File: src/rtl/id_ex_imm_stage.sv
// ID/EX pipeline register: operand-B select, branch target, bubble count.
// Define IMM_ZERO_EXT_EN to add id_imm_zext (zero-extended logical imm).
module id_ex_imm_stage #(
  parameter int DW    = 32,
  parameter int RW    = 5,
  parameter int CNT_W = 16
) (
  input  logic             clk,
  input  logic             rst_n,
  input  logic             stall,
  input  logic             flush,
  input  logic             id_valid,
  input  logic [DW-1:0]    id_pc_plus4,
  input  logic [DW-1:0]    id_imm_ext,
  input  logic [DW-1:0]    id_rs_data,
  input  logic [DW-1:0]    id_rt_data,
  input  logic [RW-1:0]    id_rt,
  input  logic [RW-1:0]    id_rd,
  input  logic             id_alu_src,
  input  logic             id_reg_dst,
  input  logic [3:0]       id_alu_op,
  input  logic             id_reg_write,
  input  logic             id_mem_read,
  input  logic             id_mem_write,
  input  logic             id_branch,
`ifdef IMM_ZERO_EXT_EN
  input  logic             id_imm_zext,
`endif
  output logic             ex_valid,
  output logic [DW-1:0]    ex_alu_a,
  output logic [DW-1:0]    ex_alu_b,
  output logic [DW-1:0]    ex_rt_data,
  output logic [DW-1:0]    ex_imm,
  output logic [DW-1:0]    ex_br_target,
  output logic [RW-1:0]    ex_dst,
  output logic [3:0]       ex_alu_op,
  output logic             ex_reg_write,
  output logic             ex_mem_read,
  output logic             ex_mem_write,
  output logic             ex_branch,
  output logic [CNT_W-1:0] bubble_cnt
);

  typedef struct packed {
    logic          valid;
    logic [DW-1:0] alu_a;
    logic [DW-1:0] alu_b;
    logic [DW-1:0] rt_data;
    logic [DW-1:0] imm;
    logic [DW-1:0] br_target;
    logic [RW-1:0] dst;
    logic [3:0]    alu_op;
    logic          reg_write;
    logic          mem_read;
    logic          mem_write;
    logic          branch;
  } ex_t;

  ex_t             ex_q;
  ex_t             ex_d;
  logic [DW-1:0]   imm_sel;
  logic            bubble;
  logic            load;
  logic [CNT_W-1:0] cnt_nxt;

`ifdef IMM_ZERO_EXT_EN
  assign imm_sel = id_imm_zext
    ? {{(DW-16){1'b0}}, id_imm_ext[15:0]}
    : id_imm_ext;
`else
  assign imm_sel = id_imm_ext;
`endif

  // a squashed or empty slot both become an all-zero bubble
  assign bubble = flush | (~stall & ~id_valid);
  assign load   = ~flush & ~stall & id_valid;

  assign cnt_nxt = (&bubble_cnt)
    ? bubble_cnt
    : bubble_cnt + CNT_W'(1);

  always_comb begin
    ex_d           = '0;
    ex_d.valid     = 1'b1;
    ex_d.alu_a     = id_rs_data;
    ex_d.alu_b     = id_alu_src ? imm_sel : id_rt_data;
    ex_d.rt_data   = id_rt_data;
    ex_d.imm       = imm_sel;
    ex_d.br_target = id_pc_plus4
                   + {imm_sel[DW-3:0], 2'b00};
    ex_d.dst       = id_reg_dst ? id_rd : id_rt;
    ex_d.alu_op    = id_alu_op;
    ex_d.reg_write = id_reg_write;
    ex_d.mem_read  = id_mem_read;
    ex_d.mem_write = id_mem_write;
    ex_d.branch    = id_branch;
  end

  always_ff @(posedge clk) begin
    if (!rst_n) begin
      ex_q       <= '0;
      bubble_cnt <= '0;
    end else if (bubble) begin
      ex_q       <= '0;
      bubble_cnt <= cnt_nxt;
    end else if (load) begin
      ex_q       <= ex_d;
    end
  end

  assign ex_valid     = ex_q.valid;
  assign ex_alu_a     = ex_q.alu_a;
  assign ex_alu_b     = ex_q.alu_b;
  assign ex_rt_data   = ex_q.rt_data;
  assign ex_imm       = ex_q.imm;
  assign ex_br_target = ex_q.br_target;
  assign ex_dst       = ex_q.dst;
  assign ex_alu_op    = ex_q.alu_op;
  assign ex_reg_write = ex_q.reg_write;
  assign ex_mem_read  = ex_q.mem_read;
  assign ex_mem_write = ex_q.mem_write;
  assign ex_branch    = ex_q.branch;

endmodule

File: config.mk
export PLATFORM = sky130hd
export DESIGN_NAME = id_ex_imm_stage
export DESIGN_NICKNAME = d
export VERILOG_FILES = /design/src/rtl/id_ex_imm_stage.sv
export SDC_FILE = /design/constraint.sdc
export NUM_CORES = 1
export LEC_CHECK = 0
export BUFFER_PORTS_ARGS = -buffer_cell sky130_fd_sc_hd__buf_2
export CAP_MARGIN = 0
export CORE_AREA = 2 2 135 137
export DETAILED_ROUTE_END_ITERATION = 8
export DIE_AREA = 0 0 137 139
export PLACE_DENSITY_LB_ADDON = 0.3
export SYNTH_ARGS = -nofsm -noshare
export SYNTH_HDL_FRONTEND = slang
export SYNTH_SLANG_ARGS = --single-unit
File: constraint.sdc
create_clock -name clk -period 3.7 [get_ports clk]
set_input_delay 0.74 -clock clk [delete_from_list [all_inputs] [get_ports clk]]
set_output_delay 0.74 -clock clk [all_outputs]
set_load 0.01 [all_outputs]
# [After elaboration in Yosys (flattened, before gate mapping)]
# Cells that the tools add are included.
[word_totals] output_inout_bits=190 input_bits=153 wordCells=29 reg_bits=190
[classes] n_bitwise=9 reduce_logical=3 addsub=2 mux=2
[ops] op="adder 32 bit" n=1
[ops] op="two-way mux 32 bit" n=1
[ops] op="adder 16 x 1 -> 16 bit, second input constant" n=1
[ops] op="AND reduction 16 bit" n=1
[ops] op="two-way mux 5 bit" n=1
[ops] op="NOT 1 bit" n=5
[ops] op="bitwise AND 1 bit" n=3
[ops] op="AND reduction 2 bit" n=1
[ops] op="OR reduction 2 bit" n=1
[ops] op="OR 1 bit" n=1

# [Logic depth before layout (Yosys ltp)]
[logic_depth] ltp_word=4 ltp_mapped=11 depth_no_buf=11

# [Worst setup path before layout]
# No wires, ideal clock.
[synth_timing] path_kind="input-to-reg" start="in id_pc_plus4[12]" end="reg ex_q, in the netlist ex_br_target[31]" required_time_ps=3578 setup_slack_ps=1030 setup_time_ps=122 cell_stages=10 t_arrival_ps=2548 path_buffers=1 path_cell_list="ha_1 > buf_4 > a21oi_1 > o21a_1 > o21a_1 > a41o_4 > nor4b_2 > o2111ai_2 > mux2i_1 > a221o_1"
[synth_via] elab_chain_len=1
[synth_lines] element="start: declaration" line="13" text="input logic [DW-1:0] id_pc_plus4,"
[synth_lines] element="adder 32 bit" line="90" text="+ {imm_sel[DW-3:0], 2'b00};"
[synth_lines] element="end signal: assignment" line="101" text="ex_q <= '0;"
[synth_lines] element="end signal: assignment" line="104" text="ex_q <= '0;"
[synth_lines] element="end signal: assignment" line="107" text="ex_q <= ex_d;"
[synth_lines] element="end: declaration" line="59" text="ex_t ex_q;"
# Every way passes these cells.
# A chain may end at the register's enable or synchronous reset.

# [Worst setup path after layout]
[layout_timing] start="in id_imm_ext[0]" end="reg ex_q, in the netlist ex_br_target[26]"
[layout_via] elab_chain_len=1
[layout_lines] element="start: declaration" line="14" text="input logic [DW-1:0] id_imm_ext,"
[layout_lines] element="adder 32 bit" line="90"
# Every way passes these cells.

==> key figures <==
Run status
  • Status: complete, no violations

Power
  • Leakage: approximately 5 nW
  • Power per cell area: just over 400 mW/mm^2
  • Max VDD drop: 309 uV

STA
  • Final period util: 0.720
  • Worst setup margin: 1.04 ns
  • Setup TNS: 0 ns
  • Tmin final: 2.66 ns
  • Slew margin rel.: 0.248
  • Worst Tran Pin Value: 1.13 ns
  • # setup viols final: 0
  • Layout Skew: 0.00779 ns
  • Fin. max-slew vios: 0
  • Max Clock Freq: ~0.38 GHz
  • Final Hold Fails: 0
  • RSZ-0062 raised after global routing: false

Clocking
  • CTS Buffer Depth: 2
  • CTS sink count: 190
  • Htree depth: 4
  • TritonCTS clock tree: done
  • Post-CTS setup buffers: 0
  • Post-CTS Hold Fix Bufs: 0
  • Clock-pin slew on the worst setup and hold paths: approximately 0.070 ns
  • Clock Latency Late Sink: 0.42 ns
  • # resized after CTS: 0
  • CTS buffer count: 17
  • Root Buffer: clkbuf_16

Detailed routing
  • Met3 wire length: ~2100 um
  • Routed WL: around 25,000 um
  • Via count: approximately 8.4k
  • Highest metal used: met4
  • DR pass1 iterations: 5
  • M1 WL: about 11,000 um
  • Detailed-routed wire length on met2: around 12,000 um
  • Iteration-0 DRC Markers: 561
  • WL/cell: around 16 um
  • Antenna Nets Post-Route: 0
  • # DRC: 0
  • Vias/cell: approximately 5.2

GRT
  • First-pass GRT wire length: between 30,000 and 40,000 um
  • GRT Overall Usage: 0.258
  • Vias in the first global route: between 7k and 8k
  • Grt ovf: 0
  • Initial antenna violation count: 0
  • Largest net degree at the start of global routing: around 100

Placed design
  • Port buffer count: about 340
  • Placer Congestion: 0.909
  • Cell Area, Placed: roughly 0.010 mm^2
  • Post-Place Cells: about 1.6k
  • Dpl ws: around 0.65 ns
  • Dpl hpwl: 18,300 um

Final layout
  • Share of post-route cells with drive strength above 1: 0.286
  • Layout area overhead: 28.2%
  • N_diodes: 0
  • Nets: roughly 1.6k
  • Finished Cell Area: between 0.01 and 0.015 mm^2
  • Non-Filler Instances: 1,608

Synthesis
  • Most used DFF post-synth: dfxtp_1
  • Register bit total from synthesis: 190
  • Number of synthesized flops with an enable pin: 0
  • Syn avg cell area: around 8.0 um^2
  • Post-synthesis sequential area ratio: 0.443
  • Syn_nets: 1,250
  • Synth Instances: between 1k and 1.5k
  • Warnings, synthesis: 0
  • Post-synthesis async set-or-reset flop share: 0
  • Cell Area, Synth: ~0.0086 mm^2
  • Distinct cells, synth: between 50 and 60

Critical path
  • CP Capture Type: flop
  • Setup CP Type: in -> reg
  • Max Fanout on Critical Path: 4
  • Required @ worst endpoint: between 4 and 5 ns
  • Worst EP arrival: about 3 ns
  • RR Startpoint: bubble_cnt[6]
  • Critical path launch point: id_imm_ext[0]
  • Worst Setup Start Kind: input port

Die
  • Full die area: ~0.019 mm^2
  • IO Count: between 300 and 400
  • Starting Density: 0.486
  • Core ar.: ~0.018 mm^2
  • Die W: 137 um
  • Die height: around 140 um
  • # rows: 49

Worst hold path
  • Worst hold path type: reg -> reg
  • Min-Delay Startpoint: ex_br_target[29]

Job
  • Max_cap viols: 0
## Yosys cell counts, types with 15 or more instances
master / n / area (um^2)
mux2i_1: 40 / 400
nand2_1: 269 / 1010
inv_1: 15 / 56.3
dfxtp_1: 190 / 3800
ha_1: 30 / 375
clkbuf_1: 62 / 233
a211oi_1: 40 / 300
nor2_1: 77 / 289
xor2_1: 18 / 158
xnor2_1: 16 / 140
o21ai_0: 19 / 95.1
nand3_1: 25 / 125
a21oi_1: 150 / 751
nand4_1: 15 / 93.8
## metal layers
metal | track usage | vias up
met1 | 0.321 | 3865
li1 | - | 4251
met4 | 0.0792 | 0
met3 | 0.0793 | 36
met5 | 0 | -
met2 | 0.427 | 288
## area by class of cell
class	count	area, um^2
clock inverters	13	149
multi-input cells	789	4450
flip-flops and latches	190	3800
well taps	229	287
repair buffers	352	1800
fillers	1579	6660
clock buffers	19	443
inverters	16	60.1
## worst paths after layout
path	end	slack, ns	cells after the start
worst min-delay path	ex_br_target[29]	0.45	2
worst max-delay path	ex_br_target[26]	1.04	12
worst max register to register	bubble_cnt[15]	1.85	8
worst min register to register	ex_br_target[29]	0.45	2
## registers in the layout (all words and copies together) (netlist names)
register,count
ex_valid,1
ex_mem_write,1
ex_br_target,32
ex_alu_op,4
ex_rt_data,32
ex_alu_b,32
bubble_cnt,16
ex_alu_a,32
ex_reg_write,1
ex_imm,32
ex_branch,1
ex_dst,5
ex_mem_read,1
## worst max-delay path: stages
cell	delay, ns
buf_2	0.10
ha_1	0.17
inv_1	0.06
fa_1	0.39
nand2b_1	0.19
a21oi_1	0.19
o21ai_1	0.14
o21a_1	0.22
o21ai_1	0.40
a21boi_1	0.15
xnor2_1	0.16
o21ai_1	0.07
## placed cells by master (no fill, tap or decap), types with 4 or more instances in the layout
| cell | count |
|---|---|
| nor3_1 | 5 |
| a21o_1 | 9 |
| a31oi_1 | 7 |
| a211o_1 | 4 |
| mux2i_1 | 40 |
| nand4_1 | 15 |
| nand3_1 | 25 |
| o21ai_1 | 4 |
| o21ai_0 | 19 |
| dfxtp_1 | 190 |
| a211oi_1 | 40 |
| a21oi_1 | 150 |
| xnor2_1 | 16 |
| clkinv_4 | 5 |
| clkbuf_16 | 17 |
| buf_2 | 342 |
| buf_4 | 9 |
| and2_1 | 5 |
| ha_1 | 30 |
| nor2_1 | 77 |
| nand2_1 | 268 |
| inv_1 | 15 |
| o21bai_1 | 6 |
| o21a_1 | 6 |
| xor2_1 | 18 |
## cell families after synthesis
| logic type | after synthesis | share of synthesized area |
|---|---|---|
| multiplexers | 40 | 0.0467 |
| flip-flops | 190 | 0.443 |
| AO/OA/AOI/OAI | 266 | 0.188 |
| AND/OR/NAND/NOR | 418 | 0.202 |
| buffers and inverters | 87 | 0.0389 |
| XOR/XNOR | 34 | 0.0347 |
| adder cells (fa/ha/maj) | 31 | 0.0461 |
## power by group
part | leakage, nW | switching [mW] | total, mW | internal, mW
Clock | 0.287 | 0.864 | 1.84 | 0.977
Combinational | 3.13 | 0.377 | 0.632 | 0.255
Sequential | 1.53 | 0.0165 | 2.09 | 2.07
## metrics by stage
step | hold slack (ns) | power, mW | util
6_report | 0.448 | 4.56 | 0.623
2_1_floorplan | 0.470 | 2.54 | -
5_1_grt | 0.465 | 4.74 | 0.623
3_3_place_gp | 0.431 | 2.75 | 0.589
3_5_place_dp | 0.440 | 2.76 | 0.589
4_1_cts | 0.450 | 4.59 | 0.623
No activity file was read; power rests on OpenSTA's default activity.
